--- src/rtl/ch0re_lsu.sv ---
// ch0re load/store unit: one aligned doubleword request per access,
// lane extraction and extension of load data for writeback.
module ch0re_lsu #(
    parameter int XLEN = 64
) (
    input  logic            i_clk,
    input  logic            i_rst,
    input  logic            i_valid,
    output logic            o_ready,
    input  logic [3:0]      i_op,
    input  logic [XLEN-1:0] i_addr,
    input  logic [XLEN-1:0] i_wdata,
    input  logic [4:0]      i_rd,
    output logic            o_mem_req,
    output logic            o_mem_we,
    output logic [XLEN-1:0] o_mem_addr,
    output logic [7:0]      o_mem_be,
    output logic [XLEN-1:0] o_mem_wdata,
    input  logic            i_mem_gnt,
    input  logic            i_mem_rvalid,
    input  logic [XLEN-1:0] i_mem_rdata,
    output logic            o_wb_valid,
    output logic [4:0]      o_wb_rd,
    output logic [XLEN-1:0] o_wb_data,
    output logic            o_st_done,
    output logic            o_exc_misaligned,
    output logic [XLEN-1:0] o_exc_addr
);
    typedef enum logic [1:0] {IDLE, REQ, WAIT_R} state_t;

    state_t          state, state_n;
    logic [3:0]      op_q;
    logic [XLEN-1:0] addr_q;
    logic [XLEN-1:0] wdata_q;
    logic [4:0]      rd_q;
    logic [7:0]      be_q;
    logic            accept;
    logic            misaligned;
    logic [7:0]      be_n;
    logic [XLEN-1:0] lane;
    logic [XLEN-1:0] ld_data;
    logic            sx;

    assign o_ready     = (state == IDLE);
    assign accept      = i_valid & o_ready;
    assign o_mem_req   = (state == REQ);
    assign o_mem_we    = (state == REQ) & op_q[3];
    assign o_mem_addr  = {addr_q[XLEN-1:3], 3'b000};
    assign o_mem_be    = be_q;
    assign o_mem_wdata = wdata_q;

    always_comb begin
        misaligned = 1'b0;
        be_n       = 8'hFF;
        unique case (i_op[1:0])
            2'd0: begin
                misaligned = 1'b0;
                be_n       = 8'h01 << i_addr[2:0];
            end
            2'd1: begin
                misaligned = i_addr[0];
                be_n       = 8'h03 << i_addr[2:0];
            end
            2'd2: begin
                misaligned = |i_addr[1:0];
                be_n       = 8'h0F << i_addr[2:0];
            end
            2'd3: begin
                misaligned = |i_addr[2:0];
                be_n       = 8'hFF;
            end
        endcase
    end

    // Load lane is right-aligned first, then extended by size.
    assign lane = i_mem_rdata >> {addr_q[2:0], 3'b000};
    assign sx   = ~op_q[2];

    always_comb begin
        ld_data = lane;
        unique case (op_q[1:0])
            2'd0: ld_data = {{56{sx & lane[7]}}, lane[7:0]};
            2'd1: ld_data = {{48{sx & lane[15]}}, lane[15:0]};
            2'd2: ld_data = {{32{sx & lane[31]}}, lane[31:0]};
            2'd3: ld_data = lane;
        endcase
    end

    always_comb begin
        state_n = state;
        unique case (state)
            IDLE: begin
                if (accept && !misaligned) state_n = REQ;
            end
            REQ: begin
                if (i_mem_gnt) state_n = op_q[3] ? IDLE : WAIT_R;
            end
            WAIT_R: begin
                if (i_mem_rvalid) state_n = IDLE;
            end
            default: state_n = IDLE;
        endcase
    end

    always_ff @(posedge i_clk) begin
        if (i_rst) state <= IDLE;
        else       state <= state_n;
    end

    always_ff @(posedge i_clk) begin
        if (i_rst) begin
            op_q             <= '0;
            addr_q           <= '0;
            wdata_q          <= '0;
            rd_q             <= '0;
            be_q             <= '0;
            o_wb_valid       <= 1'b0;
            o_wb_rd          <= '0;
            o_wb_data        <= '0;
            o_st_done        <= 1'b0;
            o_exc_misaligned <= 1'b0;
            o_exc_addr       <= '0;
        end else begin
            o_wb_valid       <= 1'b0;
            o_st_done        <= 1'b0;
            o_exc_misaligned <= 1'b0;
            if (accept) begin
                if (misaligned) begin
                    o_exc_misaligned <= 1'b1;
                    o_exc_addr       <= i_addr;
                end else begin
                    op_q    <= i_op;
                    addr_q  <= i_addr;
                    wdata_q <= i_wdata << {i_addr[2:0], 3'b000};
                    rd_q    <= i_rd;
                    be_q    <= be_n;
                end
            end
            if (state == REQ && i_mem_gnt && op_q[3])
                o_st_done <= 1'b1;
            if (state == WAIT_R && i_mem_rvalid) begin
                o_wb_valid <= 1'b1;
                o_wb_data  <= ld_data;
                o_wb_rd    <= rd_q;
            end
        end
    end
endmodule

--- config.mk ---
export PLATFORM = sky130hd
export DESIGN_NAME = ch0re_lsu
export DESIGN_NICKNAME = d
export VERILOG_FILES = /design/src/rtl/ch0re_lsu.sv
export SDC_FILE = /design/constraint.sdc
export NUM_CORES = 1
export LEC_CHECK = 0
export ABC_AREA = 1
export CORE_AREA = 4 4 184 186
export CTS_CLUSTER_DIAMETER = 50
export DETAILED_ROUTE_END_ITERATION = 16
export DIE_AREA = 0 0 188 190
export PLACE_DENSITY = 0.75
export SETUP_SLACK_MARGIN = 0.5
export SLEW_MARGIN = 25
export SYNTH_ARGS = -nofsm -noshare
export SYNTH_HDL_FRONTEND = slang
export SYNTH_SLANG_ARGS = --single-unit
export TNS_END_PERCENT = 1
--- constraint.sdc ---
create_clock -name i_clk -period 2.8 [get_ports i_clk]
set_input_delay 0.56 -clock i_clk [delete_from_list [all_inputs] [get_ports i_clk]]
set_output_delay 0.56 -clock i_clk [all_outputs]
set_load 0.05 [all_outputs]
; ---- Word level (Yosys, flattened, before mapping)
; Index checks and enable logic that the tools add are counted.
[classes]
muxes = 11
reduce_logical = 14
eq_ne = 11
shifts = 5
n_bitwise = 8
[op_table]
columns = operator, n
row1 = 64-bit case mux with 4 select lines, 1
row2 = 64-bit by 6-bit << shifter with 64-bit output, 1
row3 = 64-bit by 6-bit >> shifter with 64-bit output, 1
row4 = 8-bit case mux with 4 select lines, 1
row5 = 2-bit == test (second input constant), 5
row6 = 2-bit two-way mux, 4
row7 = 1-bit by 3-bit << shifter with 8-bit output (first input constant), 1
row8 = 2-bit by 3-bit << shifter with 8-bit output (first input constant), 1
row9 = 4-bit by 3-bit << shifter with 8-bit output (first input constant), 1
row10 = 2-bit by 1-bit == test with 1-bit output (second input constant), 3
row11 = 2-bit logical NOT, 3
row12 = 2-bit case mux with 3 select lines, 1
row13 = 1-bit bitwise AND, 5
row14 = 1-bit logical AND, 4
row15 = 2-bit by 1-bit != test with 1-bit output (second input constant), 2
row16 = 1-bit case mux with 4 select lines, 1
row17 = 2-bit AND reduction, 2
row18 = 2-bit OR reduction, 2
row19 = 1-bit two-way mux, 3
row20 = 1-bit NOT, 3
row21 = 3-bit AND reduction, 1
row22 = 3-bit OR reduction, 1
row23 = 2-bit != test (second input constant), 1
row24 = 1-bit logical NOT, 1
[word_totals]
elab_cells = 61
ff_bits = 283
in_bits = 206
out_inout_bits = 275

; ---- Depth between registers and ports, before layout
; Gate-level depths: netlist of the first run.
[depth]
word_depth = 6
mapped_depth = 13
ltp_nobuf = 11

; ---- Worst setup path after synthesis of the first run
; No wires, ideal clock.
[synth_timing]
kind = reg2out
startpoint = reg state[0]
endpoint = out o_mem_we
n_path_buf = 0
t_arrival_ps = 1945
stages_incl_launch_ff = 5
setup_slack_ps = 295
required_ps = 2240
cell_sequence = dfxtp_1 -> inv_1 -> nor2_1 -> inv_1 -> nor2_1
[synth_via]
elab_chain_cells = 2
[synth_lines]
columns = element, line_no
row1 = start: declaration, 31  ; state_t state, state_n;
row2 = start signal: assignment, 107  ; else state <= state_n;
row3 = 2-bit by 1-bit == test with 1-bit output, -
row4 = via o_mem_req, 14  ; output logic o_mem_req,
row5 = 1-bit bitwise AND, 47  ; assign o_mem_we = (state == REQ) & op_q[3];
row6 = end: declaration, 15  ; output logic o_mem_we,
; The timed path passes the listed nets, and every way through them passes these cells.

; ---- Worst setup path after layout of the first run
[layout_timing]
startpoint = reg addr_q[57]
endpoint = out o_mem_addr[57]
[layout_lines]
columns = element, line_no
row1 = start: declaration, 33  ; logic [XLEN-1:0] addr_q;
row2 = start signal: assignment, 133  ; addr_q <= i_addr;
row3 = end: declaration, 16  ; output logic [XLEN-1:0] o_mem_addr,
; No word-level cell between the ends.

==> summary.md, run 1 <==
| Metric | Value |
|---|---|
| CP Buf/Inv Count | `1` |
| Synth Warn # | `0` |
| Die ar. | `35720 um2` |
| DRT iter0 DRCs | `1431` |
| Drc violations | `0` |
| F_max | `0.4253 GHz` |
| Post-Route WL | `between 50000 and 60000 um` |
| Leakage | `8.288 nW` |
| Setup CP Type | `reg -> out` |
| Port Buf Inserts | `approximately 480` |
| Share of layout cells above drive strength 1 | `roughly 6.3%` |
| Vias in the first global route | `14790` |
| Final hold vios | `0` |
| Met3 WL | `just under 5000 um` |
| Clk root buf | `clkbuf_16` |
| Die Wd | `188 um` |
| Yosys reg bits | `283` |
| Total negative slack | `0 ns` |
| Max-cap violations | `0` |
| Crit Path Max Fanout | `2` |
| Commonest non-fill, non-tap cell in the layout | `clkdlybuf4s50_1` |
| DRT Pass-1 Iters | `5` |
| Post-Layout Cell Count | `2971` |
| Top-area cell type share of the netlist area | `about two fifths` |
| Pwr Density | `between 600 and 700 nW/um2` |
| CP cell instances | `clkdlybuf4s50_1` |
| DR vias | `15710` |
| Fillers | `between 2000 and 3000` |
| Initial Util | `44.06%` |
| CTS H-tree depth | `2` |
| Cell area after synthesis | `~14000 um2` |
| Count of cell types in the netlist | `40` |
| Status | `complete, no violations` |
| Worst Setup Start Kind | `flip-flop` |
| Cells after Synth | `2149` |
| Slowest Stage Delay on Critical Path | `approximately 0.85 ns` |
| Initial antenna violation count | `2` |
| Post-CTS Setup Bufs | `0` |
| Num rows | `66` |
| Multi-input logic area | `between 6000 and 7000 um2` |
| Drt via density | `~5.3` |
| Sequential fraction of the synthesis area | `39.83%` |
| Detailed placer's ending HPWL | `42840 um` |
| DR WL/cell | `~19 um` |
| Final WS setup | `0.4486 ns` |
| Pins Over Slew Limit | `0` |
| Remaining Overflow, GRT | `0` |
| GRT Total Usage | `29.93%` |
| Detail Route met2 WL | `around 27000 um` |
| FF+latch area | `between 5000 and 6000 um2` |
| CP top delay family | `buffers and inverters` |
| Syn_area_per_cell | `6.619 um2` |
| Metal-1 WL | `22370 um` |
| Placed Instances | `2899` |
| Max-slew headroom | `roughly 54%` |
| Dominant cell type by area after synthesis | `dfxtp_1` |
| Slowest library cell on the worst path | `clkdlybuf4s50_1` |
| I/O pin count | `a little under 500` |
| Core area | `32290 um2` |
| RSZ-0062 raised after global routing | `yes` |
| Die height | `190 um` |
| Worst-Margin Slew | `0.6889 ns` |
| Clk slew on worst S/H paths | `approximately 0.06 ns` |
| Post-synth EDFFs | `0` |
| Clock buffer count from CTS | `38` |
| Min Tclk post-route | `2.351 ns` |
| Critical Path RT | `2.24 ns` |
| Asr flop ratio synth | `0%` |
| Peak supply drop | `0.3415 mV` |
| Pin count of the biggest net entering global routing | `93` |
| Post-DRT Antenna Nets | `0` |
| First-pass GRT wire length | `85170 um` |
| TritonCTS clock tree | `yes` |
| CTS sink count | `283` |
| Hold Path Class | `reg -> reg` |
| Synth Flop Type | `dfxtp_1` |
| Top sig layer | `met4` |
| Area contributors post-synth | `dfxtp_1 (40%), o21ai_0 (11%), nand2_1 (11%)` |
| Placer Congestion | `1.001` |
| Layout net count | `2708` |
| Final setup viols | `0` |
| Fin Hold WS | `0.4416 ns` |
| CP arrival | `1.79 ns` |
| Fin crit share | `83.98%` |
| Critical Path Sink Type | `output pin` |
| Place WS | `0.02883 ns` |
| Setup Skew | `0.01038 ns` |
| Longest Clk Path Bufs | `3` |
| Most frequent cells in the layout | `clkdlybuf4s50_1 (470), nand2_1 (427), nor2_1 (340)` |
| Layout area overhead | `41.90%` |
| Resized Gates After CTS | `8` |
| Cts hold-fix bufs | `0` |
| Clk_lat worst skew | `between 0.5 and 0.6 ns` |
[layer usage]
layer  vias up  global-route usage [%]
li1       7623                       -
met1      7197                   37.66
met2       768                   50.47
met3       122                   6.147
met4         0                   11.89
met5         -                       0
[metrics by stage]
stage / utilization (%) / instance area [um2] / total power, mW
global route: 62.52 / 20190 / 13.45
detailed placement: 58.46 / 18880 / 8.046
finish: 62.52 / 20190 / 12.94
floorplan: - / 14230 / 6.819
global placement: 58.46 / 18880 / 8.019
CTS: 62.48 / 20170 / 13.01
[path summary, 6_finish.rpt]
kind,startpoint,endpoint,slack [ns],cells after the start
max,addr_q[57],o_mem_addr[57],0.45,1
min,o_exc_addr[47],o_exc_addr[47],0.44,2
max reg2reg,addr_q[2],o_wb_data[30],0.64,8
min reg2reg,o_exc_addr[47],o_exc_addr[47],0.44,2
[worst min-delay path: stages, from the launching register on]
cell and delay (ns):
dfxtp_1 0.30, inv_1 0.04, a21oi_1 0.05
[flip-flops by register name, indices dropped and copies added (netlist names)]
name,cells
op_q,4
o_mem_wdata,64
o_wb_valid,1
o_wb_rd,5
o_exc_misaligned,1
o_mem_be,8
rd_q,5
addr_q,64
o_exc_addr,64
state,2
o_st_done,1
o_wb_data,64
[logic make-up after synthesis]
| group | count (synthesis) | synth area share, % |
|---|---|---|
| AO/OA/AOI/OAI | 536 | 19.78 |
| flip-flops | 283 | 39.83 |
| other | 1 | 0.02636 |
| buffers and inverters | 366 | 12.41 |
| adder cells (fa/ha/maj) | 5 | 0.4398 |
| AND/OR/NAND/NOR | 958 | 27.51 |
[report_power, final]
part	switching [mW]	leakage (nW)	total [mW]	internal [mW]
Sequential	0.176	2.31	4.49	4.31
Clock	2.00	0.647	4.95	2.95
Combinational	2.33	5.33	3.51	1.18
Total	4.51	8.29	12.9	8.44
[synthesized netlist by cell type, drive strengths merged, types with 3 or more instances]
library cell    n
o21ai         334
or2            10
buf           147
inv           138
o221ai          5
o211ai         13
nor3           13
nand3         146
a21oi         150
clkinv          4
clkbuf         77
nand4           8
ha              5
dfxtp         283
a211oi          7
o22ai           3
o31ai           6
nor2          346
nand2         432
o21a           15
[area by class of cell]
| class | count | area share [%] |
|---|---|---|
| inverters | 142 | 2.696 |
| flip-flops and latches | 283 | 28.08 |
| clock inverters | 24 | 1.252 |
| repair buffers | 530 | 26.23 |
| multi-input cells | 1502 | 33.77 |
| clock buffers | 46 | 5.213 |
| diodes | 2 | 0.02479 |
| well taps | 442 | 2.740 |
No activity file was read; power rests on OpenSTA's default activity.
==> run 2: changes to the inputs <==
--- a/config.mk
+++ b/config.mk
@@ -6,10 +6,10 @@
 export NUM_CORES = 1
 export LEC_CHECK = 0
 export ABC_AREA = 1
-export CORE_AREA = 4 4 184 186
+export CORE_MARGIN = 4
+export CORE_UTILIZATION = 42
 export CTS_CLUSTER_DIAMETER = 50
 export DETAILED_ROUTE_END_ITERATION = 16
-export DIE_AREA = 0 0 188 190
 export PLACE_DENSITY = 0.75
 export SETUP_SLACK_MARGIN = 0.5
 export SLEW_MARGIN = 25
==> constraint.sdc (replaced) <==
create_clock -name i_clk -period 2.15 [get_ports i_clk]
set_input_delay 0.43 -clock i_clk [delete_from_list [all_inputs] [get_ports i_clk]]
set_output_delay 0.43 -clock i_clk [all_outputs]
set_load 0.05 [all_outputs]
==> run 2 against run 1 <==
- worst hold slack worse by 0.039 ns
- count of clock-buffer cells in the layout up 3
- combinational power up 38%
- via count up 3.5%
- critical path depth unchanged
- cell area up 4.8%
- flip-flop and latch count unchanged
- clock skew up 0.0036 ns
- sequential power up 30%
- routed wire length up 3.4%
- utilization up 0.72 points
- sequential share of layout area down 1.3 points
- critical endpoint is now o_mem_wdata[21]
- largest cell class unchanged
- highest routed layer unchanged
==> summary.md, run 2 (synthesis gave the netlist of run 1 again) <==
| Metric | Value |
|---|---|
| Fin crit share | `a little under nine tenths` |
| Pwr Total | `16.81 mW (+30%)` |
| Clock buffer count from CTS | `37 (-2.6%)` |
| WHS Path Cells | `4 (+2)` |
| CTS H-tree depth | `2 (unchanged)` |
| CTS sink count | `283 (unchanged)` |
| CP arrival | `1.42 ns (-0.37 ns)` |
| Final WS setup | `0.2968 ns (-0.1519 ns)` |
| Post-DRT Antenna Nets | `0 (unchanged)` |
| Longest Clk Path Bufs | `3 (unchanged)` |
| Status | `complete, no violations` |
| Hold Path Class | `in -> reg` |
| Slowest library cell on the worst path | `clkdlybuf4s15_1` |
| Layout net count | `2805 (+3.6%)` |
| Port Buf Inserts | `477 (unchanged)` |
| Clk root buf | `clkbuf_16` |
| Setup Skew | `0.01393 ns (+0.003556 ns)` |
| First-pass GRT wire length | `84320 um (-1.0%)` |
| Combinational Power Share | `28.8% (+1.7 points)` |
| I/O pin count | `481 (unchanged)` |
| Slowest Stage Delay on Critical Path | `0.52 ns (-0.33 ns)` |
| Fillers | `3067 (+4.0%)` |
| Cell depth of the worst flop-to-flop path | `11 (+3)` |
| Max-slew headroom | `60.22% (+6.5 points)` |
| Leakage | `9.865 nW (+19%)` |
| Final hold vios | `0 (unchanged)` |
| Crit Path Max Fanout | `2 (unchanged)` |
| Switching Share | `34.94% (+0.12 points)` |
| Core area | `33450 um2 (+3.6%)` |
| Worst setup path start | `o_mem_wdata[21]` |
| CP cell instances | `clkdlybuf4s15_1` |
| Final core occ | `63.23% (+0.72 points)` |
| TritonCTS clock tree | `yes` |
| Final setup viols | `0 (unchanged)` |
| CP Buf/Inv Count | `1 (unchanged)` |
| Setup CP Type | `reg -> out` |
| Most frequent cells in the layout | `nand2_1 (425), nor2_1 (334), o21ai_0 (312)` |
| Psw | `5.874 mW (+30%)` |
| Die ar. | `36880 um2 (+3.2%)` |
| Die height | `192.0 um (+1.1%)` |
| Detailed placer's ending HPWL | `43040 um (+0.46%)` |
| Peak supply drop | `0.5454 mV (+60%)` |
| Setup crit end | `o_mem_wdata[21]` |
| R2R Setup Slk | `0.41 ns (-0.23 ns)` |
| Num rows | `67 (+1.5%)` |
| Cts hold-fix bufs | `0 (unchanged)` |
| WP depth | `1 (unchanged)` |
| Placed Instances | `2982 (+2.9%)` |
| Post-Layout Cell Count | `3074 (+3.5%)` |
| Commonest non-fill, non-tap cell in the layout | `nand2_1` |
| DRT iter0 DRCs | `1362 (-4.8%)` |
| Worst reg2reg path endpoint | `o_wb_data[61]` |
| RSZ-0062 raised after global routing | `yes` |
| Place WS | `-0.2227 ns (-0.2516 ns)` |
| F_max | `approximately 0.54 GHz` |
| Layout area overhead | `48.69%` |
| Post-Route WL | `58540 um (+3.4%)` |
| Drc violations | `0 (unchanged)` |
| DR WL/cell | `19.04 um (about the same)` |
| Internal power | `10.94 mW (+30%)` |
| Initial Util | `42.53% (-1.5 points)` |
| Max-cap violations | `0 (unchanged)` |
| Pwr Density | `795.0 nW/um2 (+24%)` |
| Clk slew on worst S/H paths | `0.06 ns (about the same)` |
| Initial antenna violation count | `3 (+1)` |
| Clk_lat worst skew | `0.52 ns (about the same)` |
| Placer Congestion | `0.9963 (-0.43%)` |
| Remaining Overflow, GRT | `0 (unchanged)` |
| Min Tclk post-route | `about 1.9 ns` |
| CP top delay family | `buffers and inverters` |
| DR vias | `16260 (+3.5%)` |
| Worst-Margin Slew | `0.5990 ns (-0.08987 ns)` |
| Pins Over Slew Limit | `0 (unchanged)` |
| Total negative slack | `0 ns (unchanged)` |
| Reg power frac | `34.6% (about the same)` |
| GRT Total Usage | `28.89% (-1.0 points)` |
| Worst Setup Start Kind | `flip-flop` |
| Die Wd | `192.0 um (+2.1%)` |
| Share of layout cells above drive strength 1 | `10.87% (+4.6 points)` |
| Vias in the first global route | `15110 (+2.1%)` |
| Critical Path Sink Type | `output pin` |
| Reg2reg start | `addr_q[0]` |
| Pin count of the biggest net entering global routing | `70 (-25%)` |
| Drt via density | `5.288 (about the same)` |
| Clk network pwr share | `36.5% (-1.7 points)` |
| DRT Pass-1 Iters | `5 (unchanged)` |
| Critical Path RT | `1.72 ns (-0.52 ns)` |
==> run 2: metrics by stage <==
| stage | instance area [um2] | hold slack [ns] |
|---|---|---|
| after floorplan | 14250 | 0.4406 |
| after global placement | 19690 | 0.4301 |
| after detailed placement | 19690 | 0.4337 |
| after CTS | 20680 | 0.4268 |
| after global routing | 21150 | 0.4560 |
| final | 21150 | 0.4025 |
==> run 2: power groups by stage <==
stage          combinational, mW  clock, mW  sequential, mW
6_report                    4.85       6.14            5.83
5_1_grt                     5.17       6.46            5.87
4_1_cts                     4.61       6.24            5.81
3_5_place_dp                4.79          0            5.93
3_3_place_gp                4.75          0            5.93
2_1_floorplan               2.25          0            6.63
==> run 2: worst min-delay path by stage <==
stage / from / to / slack (ns)
after floorplan: rd_q[0] / o_wb_rd[0] / 0.44
after global placement: o_exc_addr[23] / o_exc_addr[23] / 0.43
after detailed placement: o_exc_addr[27] / o_exc_addr[27] / 0.43
after CTS: i_rst / addr_q[10] / 0.43
after global routing: o_exc_addr[5] / o_exc_addr[5] / 0.46
final: i_op[0] / op_q[0] / 0.40
==> run 2: layout make-up <==
class / count / area (um2) / share of cell area, %
multi-input combinational: 1502 / 6894 / 32.60
timing repair buffer: 628 / 6227 / 29.44
sequential: 283 / 5673 / 26.82
clock buffer: 49 / 1054 / 4.981
tap: 448 / 560.5 / 2.650
inverter: 142 / 548.0 / 2.591
clock inverter: 19 / 186.4 / 0.8814
antenna: 3 / 7.507 / 0.03549
==> run 2: routing by layer <==
metal	GRT usage, %	wire [um]	part of all wire, %	up-vias
li1	-	-	-	7828
met1	36.69	23370	40	7460
met2	47.82	27280	47	817
met3	6.525	5242	9.0	150
met4	11.22	2645	4.5	0
met5	0	0	0	-
==> run 2: what timing repair did <==
item / CTS / global route
cloned: 0 / 10
pin swaps: 2 / 5
gates resized for setup: 336 / 52
setup buffers: 3 / 8
setup endpoints to repair: 524 / 534
